`src/rtl/riscv_div_ctrl_fpga.sv`:
```
// riscv_div_ctrl_fpga: multicycle radix-2 restoring divider for EX; define DIV_EARLY_OUT_EN to skip leading dividend zeros
package riscv_defines;
  localparam int ALU_OP_WIDTH = 7;
  localparam logic [ALU_OP_WIDTH-1:0] ALU_DIVU = 7'b0110000;
  localparam logic [ALU_OP_WIDTH-1:0] ALU_DIV  = 7'b0110001;
  localparam logic [ALU_OP_WIDTH-1:0] ALU_REMU = 7'b0110010;
  localparam logic [ALU_OP_WIDTH-1:0] ALU_REM  = 7'b0110011;
endpackage

module riscv_div_ctrl_fpga
  import riscv_defines::*;
(
  input  logic                    clk,
  input  logic                    rst_n,
  input  logic                    div_en_i,
  input  logic [ALU_OP_WIDTH-1:0] operator_i,
  input  logic [31:0]             operand_a_i,
  input  logic [31:0]             operand_b_i,
  input  logic                    ex_ready_i,
  output logic [31:0]             result_o,
  output logic                    ready_o,
  output logic                    busy_o
);
  typedef enum logic [1:0] {S_IDLE, S_BUSY, S_DONE} state_t;
  state_t r_state, w_next;
  logic [31:0] r_quot, r_div, r_rem;
  logic [5:0]  r_cnt;
  logic        r_neg_q, r_neg_r, r_op_rem;
  logic        w_signed, w_op_rem, w_b_zero, w_ovf, w_special, w_accept, w_bit, w_last;
  logic [31:0] w_abs_a, w_abs_b, w_special_res, w_quot_init, w_q_next, w_rem_next, w_res;
  logic [32:0] w_shift, w_t;
  logic [5:0]  w_cnt_init;

  assign w_signed = (operator_i == ALU_DIV) || (operator_i == ALU_REM);
  assign w_op_rem = (operator_i == ALU_REM) || (operator_i == ALU_REMU);
  assign w_abs_a  = (w_signed && operand_a_i[31]) ? -operand_a_i : operand_a_i;
  assign w_abs_b  = (w_signed && operand_b_i[31]) ? -operand_b_i : operand_b_i;
  assign w_b_zero = operand_b_i == '0;
  assign w_ovf    = w_signed && (operand_a_i == 32'h8000_0000) && (operand_b_i == 32'hFFFF_FFFF);
  // divide-by-zero wins over every other early exit, including a zero dividend
  assign w_special_res = w_b_zero ? (w_op_rem ? operand_a_i : 32'hFFFF_FFFF)
                       : (w_ovf && !w_op_rem) ? 32'h8000_0000 : 32'h0;

`ifdef DIV_EARLY_OUT_EN
  logic [5:0] w_lz;
  always_comb begin
    w_lz = 6'd32;
    for (int i = 0; i < 32; i++) if (w_abs_a[i]) w_lz = 6'(31 - i);
  end
  assign w_special   = w_b_zero || w_ovf || (w_abs_a == '0);
  assign w_quot_init = w_abs_a << w_lz;
  assign w_cnt_init  = 6'd32 - w_lz;
`else
  assign w_special   = w_b_zero || w_ovf;
  assign w_quot_init = w_abs_a;
  assign w_cnt_init  = 6'd32;
`endif

  assign w_accept   = (r_state == S_IDLE) && div_en_i;
  // remainder stays below the divisor, so bit 32 of t is a clean borrow flag
  assign w_shift    = {r_rem, r_quot[31]};
  assign w_t        = w_shift - {1'b0, r_div};
  assign w_bit      = !w_t[32];
  assign w_rem_next = w_bit ? w_t[31:0] : w_shift[31:0];
  assign w_q_next   = {r_quot[30:0], w_bit};
  assign w_last     = r_cnt == 6'd1;
  assign w_res      = r_op_rem ? (r_neg_r ? -w_rem_next : w_rem_next)
                               : (r_neg_q ? -w_q_next : w_q_next);

  always_ff @(posedge clk or negedge rst_n)
    if (!rst_n) r_state <= S_IDLE;
    else        r_state <= w_next;

  always_comb begin
    w_next = (r_state == S_IDLE) ? (div_en_i ? (w_special ? S_DONE : S_BUSY) : S_IDLE)
           : (r_state == S_BUSY) ? (!div_en_i ? S_IDLE : (w_last ? S_DONE : S_BUSY))
           : (ex_ready_i ? S_IDLE : S_DONE);
  end

  always_comb begin
    ready_o = ((r_state == S_IDLE) && !div_en_i) || (r_state == S_DONE);
    busy_o  = r_state == S_BUSY;
  end

  always_ff @(posedge clk or negedge rst_n)
    if (!rst_n) begin
      r_quot   <= '0;
      r_div    <= '0;
      r_rem    <= '0;
      r_cnt    <= '0;
      r_neg_q  <= 1'b0;
      r_neg_r  <= 1'b0;
      r_op_rem <= 1'b0;
      result_o <= '0;
    end else if (w_accept) begin
      r_op_rem <= w_op_rem;
      r_neg_q  <= w_signed && (operand_a_i[31] ^ operand_b_i[31]);
      r_neg_r  <= w_signed && operand_a_i[31];
      r_quot   <= w_quot_init;
      r_div    <= w_abs_b;
      r_rem    <= '0;
      r_cnt    <= w_cnt_init;
      if (w_special) result_o <= w_special_res;
    end else if ((r_state == S_BUSY) && div_en_i) begin
      r_quot <= w_q_next;
      r_rem  <= w_rem_next;
      r_cnt  <= r_cnt - 6'd1;
      if (w_last) result_o <= w_res;
    end
endmodule

```
`config.mk`:
```
export PLATFORM = sky130hd
export DESIGN_NAME = riscv_div_ctrl_fpga
export DESIGN_NICKNAME = d
export VERILOG_FILES = /design/src/rtl/riscv_div_ctrl_fpga.sv
export SDC_FILE = /design/constraint.sdc
export NUM_CORES = 1
export LEC_CHECK = 0
export ABC_CLOCK_PERIOD_IN_PS = 8250
export BUFFER_PORTS_ARGS = -buffer_cell sky130_fd_sc_hd__buf_2
export CELL_PAD_IN_SITES_DETAIL_PLACEMENT = 0
export CELL_PAD_IN_SITES_GLOBAL_PLACEMENT = 2
export CORE_MARGIN = 2
export CORE_UTILIZATION = 28
export CTS_CLUSTER_SIZE = 10
export DETAILED_ROUTE_END_ITERATION = 7
export PLACE_DENSITY = 0.72
export SETUP_SLACK_MARGIN = 0.2
export SYNTH_ARGS = -nofsm -noshare
export SYNTH_HDL_FRONTEND = slang
export SYNTH_SLANG_ARGS = --single-unit
export TNS_END_PERCENT = 100
```
`constraint.sdc`:
```
create_clock -name clk -period 8.25 [get_ports clk]
set_clock_uncertainty 0.15 [all_clocks]
set_input_delay 2.475 -clock clk [delete_from_list [all_inputs] [get_ports clk]]
set_output_delay 2.475 -clock clk [all_outputs]
set_load 0.05 [all_outputs]
```
==> key figures <==
Floorplan
  • Core Rows: 75
  • Core Area: approximately 42000 um^2
  • Die Area: between 40000 and 50000 um^2
  • Starting Density: around 28%
  • Die Width: around 210 um
  • Die height: around 210 um
  • Number of I/O pins: 109

Layout
  • N_diodes: 0
  • Final core utilization: between 30 and 40%
  • Nets: about 1700
  • Final instance area: between 10000 and 15000 um^2
  • Area delta synth->final: 13.68%
  • Layout cells sized above 1: approximately an eighth
  • Final Non-Filler Cells: approximately 2200

Synthesis
  • EDFF count, synth: 0
  • Commonest cells post-synth: nand2_1, o21ai_0, dfrtp_1
  • Avg Inst Size Synth: 7.552 um^2
  • Mapped Nets: approximately 1700
  • Synth warnings: 0
  • Post-Syn Area: 11920 um^2
  • Ys async rst share: 100.0%
  • Top-count cell post-synth: nand2_1
  • Dominant cell type by area after synthesis: dfrtp_1
  • Largest cells by area after synthesis: dfrtp_1, o21ai_0, nand2_1
  • Sequential fraction of the synthesis area: roughly 29%
  • Post-synth top flop: dfrtp_1
  • Synth top area share: 29.19%
  • Synth Instances: between 1500 and 2000
  • Register bit count reported by yosys: 139
  • Library cells used by synthesis: 80

Clock tree
  • Skew-Pair Late Insertion Delay: ~440 ps
  • Total CTS buffers: 17
  • Post-CTS Setup Inserts: 0
  • Root buffer cell: clkbuf_16
  • Sink Count: ~140
  • Htree depth: 4
  • CTS Hold Buffers Added: 0
  • Resize count post-CTS: 0
  • Worst-path clk slew: around 60 ps
  • CTS max path bufs: 2
  • CTS tree: yes

Critical path
  • Origin of the worst setup path: r_quot[31]
  • Crit path launch type: flop
  • CP Capture Type: flop
  • Critical path, cell by cell: inv_1 -> ha_1 -> fa_1 -> nand2b_1 -> a211oi_2 -> o211ai_2 -> a21oi_1 -> o31ai_1 -> buf_4 -> and2_2 -> inv_2 -> nor2_1 -> a21oi_1 -> ha_1 -> inv_1 -> or4_1 -> or4_4 -> a21oi_2 -> a21oi_1 -> or4_1 -> or4_1 -> o21a_1 -> a21oi_1
  • Slowest CP cell: or4_1
  • CP top delay family: simple AND/OR/NAND/NOR gates
  • Buf/Inv on CP: 4
  • CP most frequent cell: a21oi_1
  • Worst path required time: ~8500 ps
  • Worst Path Arrival: 6840 ps
  • Reg2reg start: r_quot[31]
  • WS Path Type: reg2reg
  • Max FO, Critical Path: 35
  • Slowest stage delay, CP: between 500 and 600 ps

Min path
  • Hold path start: result_o[2]
  • Worst hold path class: reg2reg

Timing
  • Final Max Slew Viols: 0
  • Slew headroom: about a quarter
  • Tcrit/Tclk final: 80.28%
  • Final Hold Viols: 0
  • Final setup vio count: 0
  • Sum Neg Setup Slack: 0 ps
  • RSZ-0062 raised after global routing: false
  • Worst-Margin Slew: 1143 ps
  • Crit path time final: about 6600 ps
  • Highest Clock Rate: around 0.15 GHz

GRT
  • Vias in the first global route: 11546
  • Largest net degree at the start of global routing: 95
  • Routing layer with the top usage in global route: met2
  • First-pass GRT wire length: about 70 mm
  • Initial antenna violation count: 0
  • M2 GR Usage: 34.20%
  • Gr ovfl total: 0
  • GR Layer Usage met1: around 29%
  • GRT Util Overall: around 21%
  • Met3 Use GR: ~2.7%

Detailed routing
  • Via Count: around 12000
  • Post-route ant nets: 0
  • Routed len/inst: ~21 um
  • Drt pass-1 iters: 5
  • DRC: 0
  • WL final: approximately 45 mm
  • Initial drt markers: about 890
  • Vias per std cell: roughly 5.5

Pwr
  • Pwr dens: between 300 and 400 nW/um^2
  • Worst VDD drop: around 0.19 mV
  • Leak: around 5.6 nW
  • Overall Power: 5.253 mW

Place
  • IO buf count: ~110
  • Placed Area: 12880 um^2
  • Placed insts: roughly 2100
  • RePlAce Congestion: roughly 0.87
  • Hpwl dp: 34.60 mm

Run
  • Max cap viols: 0

Run status
  • Status: completed
==> tightest hold or removal path: stages, from the launching register on <==
cell     delay (ps)
dfrtp_1         340
nand2_1          50
nand2_1          50
==> power breakdown <==
group	switching [mW]	internal, mW	total [mW]
clock network	0.327	0.568	0.895
registers	0.235	0.865	1.10
logic	2.13	1.13	3.26
==> state kept, by name, summed over array words and instances (netlist names) <==
name / cells
r_quot: 32
r_neg_q: 1
r_state: 2
r_div: 32
r_neg_r: 1
r_op_rem: 1
result_o: 32
r_rem: 32
r_cnt: 6
==> final timing paths <==
| path | cells past startpoint | end | slack, ps |
|---|---|---|---|
| max reg2reg | 23 | result_o[30] | 1630 |
| min in group asynchronous | 1 | r_div[23] | 1950 |
| max | 23 | result_o[30] | 1630 |
| min reg2reg | 2 | result_o[2] | 320 |
| max in group asynchronous | 2 | r_quot[5] | 4580 |
| min | 2 | result_o[2] | 320 |
==> per-layer routing <==
metal	wire (um)	up-vias
met3	1622	32
met5	0	-
met1	21500	5775
li1	-	5808
met2	21250	267
met4	711	0
==> per-stage QoR <==
stage	setup WS, ps	hold slack, ps
6_report	1627	321.3
5_1_grt	1086	345.4
4_1_cts	1639	320.5
3_5_place_dp	1683	305.9
3_3_place_gp	1772	303.7
2_1_floorplan	2141	299.8
==> layout by cell type, fill, tap and decap left out, drive strengths merged, types with 5 or more instances in the layout <==
master	netlist	layout
a211oi	18	18
a21boi	5	5
a21o	14	14
a21oi	135	135
a31oi	12	12
and2	14	14
and3	16	16
buf	20	121
bufinv	0	5
clkbuf	73	21
dfrtp	139	139
ha	39	39
inv	62	62
mux2	10	10
mux2i	28	28
nand2	224	224
nand2b	10	10
nand3	26	26
nand4	23	23
nor2	124	124
nor2b	8	8
nor3	35	35
nor4	22	22
o211ai	11	11
o21a	8	8
o21ai	202	202
o221ai	14	14
o22ai	5	5
o311ai	5	5
o31ai	28	28
o41ai	12	12
or2	7	7
or3	25	25
or4	16	16
xnor2	66	66
xor2	57	57
==> cells by family after synthesis <==
logic type | synth area share, %
adders and majority gates | 4.263
and+or+nand+nor | 22.53
xor gates and xnor gates | 9.040
DFF | 29.19
muxes | 3.423
AOI/OAI and AO/OA | 26.47
buffers and inverters | 5.082
==> layout make-up <==
| class | instances | area [um^2] |
|---|---|---|
| clock buffer | 21 | 480.5 |
| clock inverter | 11 | 188.9 |
| fill | 4499 | 28400 |
| inverter | 62 | 232.7 |
| multi-input combinational | 1284 | 7846 |
| sequential | 139 | 3480 |
| tap | 539 | 674.4 |
| timing repair buffer | 121 | 644.4 |
Power figures use the tool's default switching activity.
